`src/rtl/vga_pkg.sv`:
```
// Shared 1920x1080 timing constants, line-fetch geometry and fetch FSM state encoding.
// Pure declarations: no logic, no latency, no flow control.
package vga_pkg;
  localparam int H_DISPLAY    = 1920;
  localparam int H_TOTAL      = 2200;
  localparam int V_DISPLAY    = 1080;
  localparam int V_TOTAL      = 1125;
  localparam int PIX_PER_WORD = 4;
  localparam int WPL          = H_DISPLAY / PIX_PER_WORD;
  localparam int BURST_LEN    = 16;
  localparam int ADDR_W       = 24;
  localparam int DATA_W       = 48;
  localparam logic [ADDR_W-1:0] FB_BASE = '0;

  localparam int NBURST = WPL / BURST_LEN;
  localparam int BCNT_W = $clog2(NBURST);
  localparam int WCNT_W = $clog2(BURST_LEN);

  typedef enum logic [1:0] {
    ST_IDLE  = 2'd0,
    ST_REQ   = 2'd1,
    ST_DATA  = 2'd2,
    ST_DRAIN = 2'd3
  } fetch_state_e;
endpackage

```
`src/rtl/vga_line_fetch_ctrl.sv`:
```
// Prefetches visible line N+1 into the ping-pong line buffer while line N scans out; rd_req one cycle after the h==0 trigger.
// Stalls on rd_gnt/rd_valid; a fetch still running at line end sets sticky underrun and the accepted burst is drained.
module vga_line_fetch_ctrl
  import vga_pkg::*;
(
  input  logic              clk,
  input  logic              rst_n,
  input  logic [11:0]       h_counter,
  input  logic [10:0]       v_counter,
  output logic              rd_req,
  output logic [ADDR_W-1:0] rd_addr,
  input  logic              rd_gnt,
  input  logic              rd_valid,
  input  logic [DATA_W-1:0] rd_data,
  output logic              lb_we,
  output logic              lb_bank,
  output logic [8:0]        lb_waddr,
  output logic [DATA_W-1:0] lb_wdata,
  output logic              rd_bank,
  output logic [8:0]        rd_waddr,
  output logic              fetch_busy,
  output logic              line_done,
  output logic              underrun,
  input  logic              clr_underrun
);

  fetch_state_e      state_q, state_d;
  logic [ADDR_W-1:0] ptr_q, ptr_d;
  logic [ADDR_W-1:0] base_q, base_d;
  logic [BCNT_W-1:0] burst_cnt_q, burst_cnt_d;
  logic [WCNT_W-1:0] word_cnt_q, word_cnt_d;
  logic [8:0]        line_idx_q, line_idx_d;
  logic              bank_q, bank_d;
  logic              lb_we_q, lb_we_d;
  logic [8:0]        lb_waddr_q, lb_waddr_d;
  logic [DATA_W-1:0] lb_wdata_q, lb_wdata_d;
  logic              line_done_q, line_done_d;
  logic              underrun_q, underrun_d;

  logic              trig;
  logic              deadline;
  logic              last_word;
  logic              underrun_set;
  logic [10:0]       tgt_line;
  logic [ADDR_W-1:0] line_start;

  always_comb begin
    trig     = 1'b0;
    tgt_line = '0;
    if (h_counter == 12'd0) begin
      if (v_counter == 11'(V_TOTAL - 1)) begin
        trig     = 1'b1;
        tgt_line = '0;
      end else if (v_counter < 11'(V_DISPLAY - 1)) begin
        trig     = 1'b1;
        tgt_line = v_counter + 11'd1;
      end
    end
  end

  // Pointer is re-derived from the target line so a missed line never skews the frame.
  assign line_start = FB_BASE + ADDR_W'(tgt_line) * ADDR_W'(WPL);
  assign deadline   = (h_counter == 12'(H_TOTAL - 1));
  assign last_word  = (word_cnt_q == WCNT_W'(BURST_LEN - 1));

  always_comb begin
    state_d      = state_q;
    ptr_d        = ptr_q;
    base_d       = base_q;
    burst_cnt_d  = burst_cnt_q;
    word_cnt_d   = word_cnt_q;
    line_idx_d   = line_idx_q;
    bank_d       = bank_q;
    lb_we_d      = 1'b0;
    lb_waddr_d   = lb_waddr_q;
    lb_wdata_d   = lb_wdata_q;
    line_done_d  = 1'b0;
    underrun_set = 1'b0;

    case (state_q)
      ST_IDLE: begin
        if (trig) begin
          state_d     = ST_REQ;
          ptr_d       = line_start;
          base_d      = line_start;
          bank_d      = tgt_line[0];
          burst_cnt_d = '0;
          word_cnt_d  = '0;
          line_idx_d  = '0;
        end
      end
      ST_REQ: begin
        if (deadline) begin
          underrun_set = 1'b1;
          ptr_d        = base_q + ADDR_W'(WPL);
          state_d      = ST_IDLE;
        end else if (rd_gnt) begin
          state_d = ST_DATA;
        end
      end
      ST_DATA: begin
        if (rd_valid) begin
          word_cnt_d = word_cnt_q + 1'b1;
          if (!deadline) begin
            lb_we_d    = 1'b1;
            lb_waddr_d = line_idx_q;
            lb_wdata_d = rd_data;
            line_idx_d = line_idx_q + 9'd1;
            ptr_d      = ptr_q + 1'b1;
          end
        end
        if (deadline) begin
          underrun_set = 1'b1;
          ptr_d        = base_q + ADDR_W'(WPL);
          state_d      = (rd_valid && last_word) ? ST_IDLE : ST_DRAIN;
        end else if (rd_valid && last_word) begin
          burst_cnt_d = burst_cnt_q + 1'b1;
          if (burst_cnt_q == BCNT_W'(NBURST - 1)) begin
            line_done_d = 1'b1;
            state_d     = ST_IDLE;
          end else begin
            state_d = ST_REQ;
          end
        end
      end
      ST_DRAIN: begin
        // Words of the already-granted burst must still be consumed, but never written.
        if (rd_valid) begin
          word_cnt_d = word_cnt_q + 1'b1;
          if (last_word) state_d = ST_IDLE;
        end
        if (deadline) underrun_set = 1'b1;
      end
      default: state_d = ST_IDLE;
    endcase

    if (underrun_set)      underrun_d = 1'b1;
    else if (clr_underrun) underrun_d = 1'b0;
    else                   underrun_d = underrun_q;
  end

  always_ff @(posedge clk or negedge rst_n) begin
    if (!rst_n) begin
      state_q     <= ST_IDLE;
      ptr_q       <= FB_BASE;
      base_q      <= FB_BASE;
      burst_cnt_q <= '0;
      word_cnt_q  <= '0;
      line_idx_q  <= '0;
      bank_q      <= 1'b0;
      lb_we_q     <= 1'b0;
      lb_waddr_q  <= '0;
      lb_wdata_q  <= '0;
      line_done_q <= 1'b0;
      underrun_q  <= 1'b0;
    end else begin
      state_q     <= state_d;
      ptr_q       <= ptr_d;
      base_q      <= base_d;
      burst_cnt_q <= burst_cnt_d;
      word_cnt_q  <= word_cnt_d;
      line_idx_q  <= line_idx_d;
      bank_q      <= bank_d;
      lb_we_q     <= lb_we_d;
      lb_waddr_q  <= lb_waddr_d;
      lb_wdata_q  <= lb_wdata_d;
      line_done_q <= line_done_d;
      underrun_q  <= underrun_d;
    end
  end

  assign rd_req     = (state_q == ST_REQ);
  assign rd_addr    = rd_req ? ptr_q : '0;
  assign fetch_busy = (state_q != ST_IDLE);
  assign lb_we      = lb_we_q;
  assign lb_bank    = bank_q;
  assign lb_waddr   = lb_waddr_q;
  assign lb_wdata   = lb_wdata_q;
  assign line_done  = line_done_q;
  assign underrun   = underrun_q;
  assign rd_bank    = v_counter[0];
  assign rd_waddr   = (h_counter < 12'(H_DISPLAY)) ? 9'(h_counter / 12'(PIX_PER_WORD)) : 9'd0;

endmodule

```
`config.mk`:
```
export PLATFORM = sky130hd
export DESIGN_NAME = vga_line_fetch_ctrl
export DESIGN_NICKNAME = d
export VERILOG_FILES = /design/src/rtl/vga_pkg.sv /design/src/rtl/vga_line_fetch_ctrl.sv
export SDC_FILE = /design/constraint.sdc
export NUM_CORES = 1
export LEC_CHECK = 0
export ABC_AREA = 1
export CORE_MARGIN = 2
export CORE_UTILIZATION = 40
export DETAILED_ROUTE_END_ITERATION = 12
export HOLD_SLACK_MARGIN = 0.03
export PLACE_DENSITY_LB_ADDON = 0.15
export SETUP_SLACK_MARGIN = 0.15
export SLEW_MARGIN = 10
export SYNTH_ARGS = -nofsm -noshare
export SYNTH_HDL_FRONTEND = slang
export SYNTH_SLANG_ARGS = --single-unit
```
`constraint.sdc`:
```
create_clock -name clk -period 2.45 [get_ports clk]
set_clock_uncertainty 0.05 [all_clocks]
set_input_delay 0.735 -clock clk [delete_from_list [all_inputs] [get_ports clk]]
set_output_delay 0.735 -clock clk [all_outputs]
set_load 0.01 [all_outputs]
```
==> flow_summary_export.csv <==
group,metric,value,unit
global_route,antenna_found_initial,0,
synthesis,syn_nets,1314,
clock_tree,numCtsBuffers,17,
clock_tree,numClockSinks,119,
run_status,violations,"setup timing",
synthesis,synth_top_family_by_area,"simple AND/OR/NAND/NOR gates",
timing,fin_worst_hold_slack,0.184,ns
worst_setup_path,path_max_fanout,4,
routing,vias,9445,
timing,slew_violations,0,
timing,max_clock_freq,262,MHz
synthesis,synth_edf_count,0,
synthesis,yosysWarnings,0,
place,dp_hpwl,18200,µm
routing,routedWlPerCell,16.0,µm
power_and_ir_drop,power_leakage,7.43,nW
synthesis,netlist_area,8220,µm²
synthesis,ys_types,43,
power_and_ir_drop,switching_share,0.389,
timing,max-slew-margin-rel,0.596,
worst_setup_path,worst_path_max_delay_cell,"fa_1",
synthesis,synth-xor-area-share,0.0394,
routing,drt_iter0_markers,676,
clock_tree,cts_max_path_buffers,2,
power_and_ir_drop,power.internal,6.78,mW
place,dp.cells,1738,
worst_setup_path,rrSetupSlack,0.08,ns
floorplanning,rows,52,
timing,finalHoldViolCount,0,
floorplanning,fp.dieArea,21700,µm²
routing,antenna_left,0,
floorplanning,start_util,0.406,
clock_tree,clk_pin_slew,0.06,ns
worst_setup_path,crit_type,"primary input to flop",
synthesis,yosys.area_share.simple,0.366,
global_route,grt_pass1_wl,44200,µm
global_route,grt_usage,0.251,
final_layout,diodes,0,
worst_setup_path,critical_path_arrival,4.08,ns
worst_setup_path,worstPathCellList,"buf_6 -> inv_4 -> buf_6 -> nand2_2 -> nor2_2 -> nand3_2 -> nand2_4 -> nor2_4 -> buf_6 -> buf_12 -> and3_4 -> buf_4 -> fa_1 -> fa_1 -> ha_4 -> a21oi_4 -> buf_6 -> o21a_1 -> nand2_2 -> nand2_2 -> nand3_2 -> nand3_2 -> nand2_1",
timing,fin_ws,-1.37,ns
synthesis,synth_area_leader_cell,"dfrtp_1",
power_and_ir_drop,total_power,11.1,mW
final_layout,synthToLayoutAreaGrowth,78.0,%
worst_setup_path,slowest_delay,0.59,ns
floorplanning,ios,173,
floorplanning,die_h,147,µm
routing,totalWireLength,29900,µm
synthesis,ys_ff_latch,119,
power_and_ir_drop,powerDensity,759,nW/µm²
run_status,outcome,"finished, violations left",
clock_tree,ctsHoldBuffers,0,
synthesis,netlist_top_cells_count,"476 x nand2_1, 147 x inv_1, 119 x dfrtp_1",
clock_tree,cts_tree,"done",
clock_tree,h-tree-depth,4,
routing,viasPerCell,5.04,
timing,worst_pin_slew,0.600,ns
synthesis,dominantRegCellSynth,"dfrtp_1",
synthesis,synth_cells,1191,
worst_setup_path,crit_path_start_kind,"primary input",
final_layout,final_layout_size_suffix_gt1_frac,0.400,
synthesis,async_flop_share,1.00,
synthesis,yosysMostFrequentCell,"nand2_1",
power_and_ir_drop,power.share.combinational,0.515,
synthesis,syn_area_per_cell,6.90,µm²
final_layout,stdcell_count,1875,
timing,period_share,1.56,
worst_setup_path,cp-end-kind,"flop",
synthesis,synth-compound-area-share,0.0584,
synthesis,synthAdderAreaFrac,0.0843,
routing,drc,0,
synthesis,synth_area_leaders,"dfrtp_1 36%, nand2_1 22%, inv_1 6.7%, ha_1 5.0%, nor2_1 4.7%",
power_and_ir_drop,sequentialPowerShare,0.261,
power_and_ir_drop,switchingPower,4.32,mW
synthesis,synth_top_area_share,0.362,
routing,drt_first_pass_iters,6,
global_route,grt_max_degree,42,
worst_setup_path,cp_common_cell,"buf_6",
power_and_ir_drop,ir_drop,0.660,mV
timing,finalSetupViolations,61,
worst_setup_path,crit_required,2.71,ns
timing,rsz0062_at_grt,"yes",
global_route,grt_pass1_vias,9061,
synthesis,synthMuxAreaShare,0,
min_path,hold_path_class,"primary input to asynchronous set/reset pin",
power_and_ir_drop,p_clk_frac,0.224,
final_layout,finalNetCount,1716,
synthesis,yosysSeqAreaShare,0.362,
timing,finalCriticalPeriod,3.82,ns
place,gp_congestion,0.924,
clock_tree,clockRootBuffer,"clkbuf_16",
flow_run,max_cap_viol_count,0,
place,io_buffer_count,172,
floorplanning,die_width,147,µm
floorplanning,coreArea,20200,µm²
global_route,grt_remaining_overflow,0,
clock_tree,insertion_delay,0.42,ns
## through the flow
step	cell area (µm²)	setup WS (ns)	setup TNS (ns)	util
CTS	13300	-1.23	-28.47	0.656
floorplan	8510	-1.39	-27.37	-
global placement	11600	-2.12	-87.78	0.571
global route	14600	-1.49	-37.57	0.723
finish	14600	-1.37	-31.68	0.723
detailed placement	11600	-2.16	-89.69	0.571
## registers in the layout, summed over array words and instances (netlist names)
name         flops
lb_waddr         9
line_done        1
line_idx_q       9
underrun         1
base_q          15
state_q          2
lb_we            1
ptr_q           24
burst_cnt_q      5
word_cnt_q       4
lb_wdata        48
## worst paths after layout
path                                 to          from  cells past startpoint
hold reg to reg            lb_wdata[22]  lb_wdata[22]                      2
setup reg to reg              ptr_q[14]    state_q[0]                     11
setup / recovery              ptr_q[17]  v_counter[6]                     23
max in group asynchronous     ptr_q[16]         rst_n                      2
hold / removal             lb_wdata[43]         rst_n                      1
min in group clk           lb_wdata[22]  lb_wdata[22]                      2
## logic make-up after synthesis
logic type / count (synthesis)
flip-flops: 119
XOR/XNOR: 37
AND/OR/NAND/NOR: 720
adder cells (fa/ha/maj): 47
AO/OA/AOI/OAI: 84
buffers and inverters: 184
## cell type report
type,count,area (µm²)
Multi-Input combinational cell,890,5920
Fill cell,1458,5600
Timing Repair Buffer,412,4140
Sequential cell,119,2980
Inverter,153,664
Clock buffer,18,439
Tap cell,270,338
Clock inverter,13,149
## power by group through the flow
stage	combinational, mW	sequential [mW]	clock, mW
after floorplan	1.67	2.99	0
after global placement	3.66	2.86	0
after detailed placement	3.71	2.87	0
after CTS	4.75	2.86	2.51
after global routing	6.05	2.96	2.60
final	5.71	2.90	2.49
## routing by layer
layer,routed length [µm],part of all wire,up-vias,global-route usage
met5,0,0,-,0
met4,1170,0.039,0,0.0769
met3,2020,0.068,105,0.0457
met2,15000,0.50,388,0.426
met1,11800,0.39,4458,0.328
li1,-,-,4494,-
## cell usage in the layout, fill, tap and decap left out, types with 12 or more instances in the layout
cell / n
buf_12: 15
buf_2: 13
buf_4: 145
buf_6: 105
clkbuf_16: 20
clkdlybuf4s50_1: 112
dfrtp_1: 118
fa_1: 12
ha_1: 15
ha_4: 15
inv_1: 88
inv_2: 47
nand2_1: 371
nand2_2: 56
nand2_4: 49
nand3_1: 49
nand3_2: 20
nand4_1: 15
nor2_1: 73
nor2_2: 12
nor2_4: 23
nor3_1: 14
o21ai_0: 15
o21ai_1: 30
o21ai_2: 14
xor2_1: 24
## critical path, delay by kind of cell
kind | cells | cell delay (ns)
AOI/OAI and AO/OA | 2 | 0.34
adders and majority gates | 3 | 1.29
buffers and inverters | 7 | 0.73
and+or+nand+nor | 11 | 0.96
## timing repair
item / 4_1_cts / 5_1_grt
gates cloned: 7 / 4
endpoints found under the setup margin: 137 / 94
pin swaps: 93 / 102
setup buffers: 63 / 32
gates resized for setup: 455 / 280
Note: power is estimated with default switching activity, not from simulation.
==> RTL edit 1, RTL diff (config.mk and constraints unchanged) <==
The 4 states of `fetch_state_e` get a one-hot encoding in 4 bits.
--- a/src/rtl/vga_pkg.sv
+++ b/src/rtl/vga_pkg.sv
@@ -16,11 +16,11 @@
   localparam int BCNT_W = $clog2(NBURST);
   localparam int WCNT_W = $clog2(BURST_LEN);
 
-  typedef enum logic [1:0] {
-    ST_IDLE  = 2'd0,
-    ST_REQ   = 2'd1,
-    ST_DATA  = 2'd2,
-    ST_DRAIN = 2'd3
+  typedef enum logic [3:0] {
+    ST_IDLE  = 4'b0001,
+    ST_REQ   = 4'b0010,
+    ST_DATA  = 4'b0100,
+    ST_DRAIN = 4'b1000
   } fetch_state_e;
 endpackage
 
Function: no difference found for any inputs over 4 cycles, from zero or initial values and one cycle with rst_n low; so few cycles prove little.
==> RTL edit 1 against the original RTL <==
The flow still finishes with violations (setup timing); first-iteration DRC count decreased by 26%; worst setup slack worse by 49 ps; sequential cell count grew 2; clock power is essentially flat; synthesized area fell by 0.26%; power fell by 22%; fmax down 1.3%; final area is 5.1% lower; routed wire length shrank 5.7%.
==> RTL edit 1: results (changes against the original RTL) <==
status: "finished, violations left"
violations: "setup timing"
synth_common_cells: "nand2_1 (420), inv_1 (144), dfrtp_1 (120)"
crit_path_start: "h_counter[8]"
clock_power_share: 0.287  # +0.063
critPathCapture: "ptr_q[13]$_DFFE_PN0P_"
synth_fp_nets: 1299  # -1.1%
seq_area_frac: 0.218  # +0.0148
dp_hpwl_mm: 18.1  # -0.19%
drtIter0Drc: 500  # -26%
worst_slack_ps: -1420  # -49.4 ps
gp_congestion: 0.904  # -2.1%
ir_drop_mv: 0.539  # -18%
cts_setup_buffers: 79  # +25%
synth_xor_area_frac: 0.0278  # -0.0116
final_area_sq_um: 13900  # -5.1%
sequentialPowerShare: 0.308  # +0.047
slowest_stage: "fa_2"
grt_pass1_vias: 8666  # -4.4%
buf_share: 0.265  # -0.0184
drive_above_1_share: 0.339  # -0.0612
rr_startpoint: "ptr_q[0]$_DFFE_PN0P_"
vias_per_cell: 4.97  # -1.2%
firstDrtPassIters: 5  # -1
ys_seq_area_frac: 0.369  # +0.00719
place_ws_ps: -2140  # +20.7 ps
grt.total_usage: 0.242  # -0.00957
relSlewSlack: 0.668  # +0.0725
use_met2: 0.416  # -0.0103
fin_cells: 1855  # -1.1%
wl_met3_mm: 1.75  # -13%
setup_viol: 56  # -8.2%
place_area_sq_um: 11200  # -3.2%
clock_area_frac: 0.0424  # +0.00218
reg2reg_depth: 10  # -1
ff2ff_setup_slack_ps: 270  # +190 ps
leakage_uw: 0.00682  # -8.2%
routedLengthMet1_mm: 11.5  # -1.9%
use_met1: 0.306  # -0.0221
avgSynthCellArea_sq_um: 6.94  # +0.50%
synthAdderAreaFrac: 0.0708  # -0.0135
routedWlPerCell_um: 15.2  # -4.7%
grt_max_degree: 38  # -9.5%
seq-power_uw: 2680  # -7.6%
## RTL edit 1: changes by cell type after synthesis, moves of 8 or more
cell and change:
nand2_1 -56, nand4_1 +9, nor2_1 +8, xor2_1 -8, o21ai_0 +14, nand3_1 +31
## RTL edit 1: worst min path at each step
stage / from / to / slack (ps) / cells past startpoint
2_1_floorplan: rst_n / base_q[10]$_DFFE_PN0P_ / 390 / 0
3_3_place_gp: lb_wdata[31]$_DFFE_PN0P_ / lb_wdata[31]$_DFFE_PN0P_ / 400 / 2
3_5_place_dp: lb_wdata[27]$_DFFE_PN0P_ / lb_wdata[27]$_DFFE_PN0P_ / 410 / 2
4_1_cts: rst_n / line_done$_DFF_PN0_ / 240 / 1
5_1_grt: rst_n / line_done$_DFF_PN0_ / 270 / 1
6_report: rst_n / underrun$_DFFE_PN0P_ / 240 / 1
==> RTL edit 2, RTL diff (config.mk and constraints unchanged) <==
Made on the original files. `DATA_W`: 48 -> 24.
--- a/src/rtl/vga_pkg.sv
+++ b/src/rtl/vga_pkg.sv
@@ -9,7 +9,7 @@
   localparam int WPL          = H_DISPLAY / PIX_PER_WORD;
   localparam int BURST_LEN    = 16;
   localparam int ADDR_W       = 24;
-  localparam int DATA_W       = 48;
+  localparam int DATA_W       = 24;
   localparam logic [ADDR_W-1:0] FB_BASE = '0;
 
   localparam int NBURST = WPL / BURST_LEN;
Interface: changed (resized lb_wdata and rd_data); port bits go from 173 to 125. The function was not compared with the original's and may differ.
==> RTL edit 2 against the original RTL <==
The flow still finishes with violations (setup timing); first-iteration DRC count is 3.6% higher; synthesized area decreased by 10%; via count decreased by 5.9%; power decreased by 11%; core utilization rose by 0.60 points; sequential cell count decreased by 24; worst setup slack worse by 97 ps; final area shrank 10%; routed wire length decreased by 5.1%.
==> RTL edit 2: results (changes against the original RTL) <==
gp_congestion: 0.959  # +3.8%
synth_common_cells: "nand2_1 (409), inv_1 (147), nor2_1 (105)"
clock_latency_ps: 360  # -60 ps
drtIter0Drc: 700  # +3.6%
setup_viol: 106  # +74%
port-buffer-count: 124  # -28%
htree_levels: 3  # -1
status: "finished, violations left"
grt.total_usage: 0.269  # +0.0178
wl_mm: 28.4  # -5.1%
gr-usage-met3: 0.0423  # -0.00335
switchingPower_uw: 4260  # -1.3%
use_met1: 0.352  # +0.0234
synth_compound_area_frac: 0.0579  # -0.000505
grt_pass1_vias: 8435  # -6.9%
firstDrtPassIters: 5  # -1
dr_total_vias: 8892  # -5.9%
wl_met2_mm: 14.3  # -4.8%
use_met2: 0.453  # +0.0267
grt_pass1_wl_mm: 42.2  # -4.5%
netlist_instances: 1105  # -7.2%
ff2ff_setup_slack_ps: 110  # +30 ps
relSlewSlack: 0.575  # -0.0211
ys_seq_area_frac: 0.323  # -0.0394
wl_met3_mm: 1.70  # -16%
dp_hpwl_mm: 17.1  # -6.1%
synth_fp_nets: 1204  # -8.4%
clk_pin_slew_ps: 70
placedCellCount: 1568  # -9.8%
violations: "setup timing"
leakage_uw: 0.00670  # -9.7%
ys_types: 45  # +4.7%
routedLengthMet1_mm: 11.5  # -1.9%
place_area_sq_um: 10100  # -13%
grt_max_degree: 35  # -17%
path_max_fanout: 5  # +1
ir_drop_mv: 0.635  # -3.7%
drive_above_1_share: 0.434  # +0.0336
fin_cells: 1712  # -8.7%
ys.flop_type: "dfrtp_1"
arrival_ps: 4110  # +30 ps
rr_endpoint: "lb_waddr[1]$_DFFE_PN0P_"
clock_path_buffers: 2  # unchanged
final_area_sq_um: 13100  # -10%
worst_slack_ps: -1470  # -97.1 ps
numCtsBuffers: 9  # -8
synthTopCellsByArea: "dfrtp_1 (32%), nand2_1 (21%), inv_1 (7.5%)"
synthAdderAreaFrac: 0.0941  # +0.00981
synth_xor_area_frac: 0.0357  # -0.00374
==> RTL edit 2: changes by cell type in the layout (fill, tap and decap cells not counted), moves of 7 or more <==
| cell | before | now |
|---|---|---|
| nand2_8 | 7 | 0 |
| inv_1 | 88 | 102 |
| nand3_2 | 20 | 34 |
| buf_6 | 105 | 113 |
| nand2_1 | 371 | 291 |
| nand2_2 | 56 | 76 |
| nand3_1 | 49 | 56 |
| nor2_1 | 73 | 82 |
| dfrtp_1 | 118 | 94 |
| clkbuf_16 | 20 | 11 |
| clkdlybuf4s50_1 | 112 | 65 |
| o21ai_1 | 30 | 21 |
==> RTL edit 2: worst max-delay path by stage <==
stage,from,end,slack [ps],depth (start not counted)
2_1_floorplan,v_counter[6],ptr_q[19]$_DFFE_PN0P_,-1340,24
3_3_place_gp,v_counter[0],ptr_q[19]$_DFFE_PN0P_,-2090,23
3_5_place_dp,v_counter[9],ptr_q[19]$_DFFE_PN0P_,-2130,23
4_1_cts,v_counter[6],ptr_q[19]$_DFFE_PN0P_,-1330,27
5_1_grt,h_counter[3],ptr_q[19]$_DFFE_PN0P_,-1680,25
6_report,v_counter[5],ptr_q[19]$_DFFE_PN0P_,-1470,25
==> RTL edit 2: timing repair <==
action	in CTS	in global routing
setup buffers	89	28
pin swaps	112	81
gates cloned	9	2
resized for setup	477	268
endpoints found under the setup margin	91	127
==> RTL edit 2: power groups by stage <==
stage          clock, uW  sequential (uW)  combinational [uW]
2_1_floorplan          0             2280                1920
3_3_place_gp           0             2240                3740
3_5_place_dp           0             2240                3800
4_1_cts             1480             2220                5050
5_1_grt             1550             2360                6460
6_report            1470             2330                6110
==> RTL edit 2: metrics by stage <==
step / TNS, ps / setup WS, ps / hold WS, ps
after floorplan: -27900 / -1340 / 389
after global placement: -70780 / -2090 / 402
after detailed placement: -71210 / -2130 / 407
after CTS: -44770 / -1330 / 289
after global routing: -77760 / -1680 / 310
final: -68230 / -1470 / 277
==> RTL edit 2: worst max-delay path: stages <==
cell	delay, ps
clkdlybuf4s15_1	240
nand4_1	140
nand2_1	70
nand2_2	100
nand2_4	60
nor2_4	180
buf_6	140
inv_8	40
nor3_4	190
buf_6	130
fa_1	410
fa_1	550
ha_4	230
nand2_2	60
nand2_2	50
inv_2	40
nor2_1	40
nor2_1	180
nand2_2	90
nand2_2	80
nand2_1	50
nand2_1	70
nand3_1	70
nand3_1	110
nand2_1	60
==> RTL edit 2: final cells by class <==
| class | count | area (sq um) |
|---|---|---|
| clock buffers | 11 | 233 |
| clock inverters | 5 | 66.3 |
| fillers | 1332 | 4880 |
| inverters | 158 | 679 |
| multi-input cells | 829 | 5610 |
| flip-flops and latches | 95 | 2380 |
| well taps | 229 | 287 |
| repair buffers | 385 | 3890 |
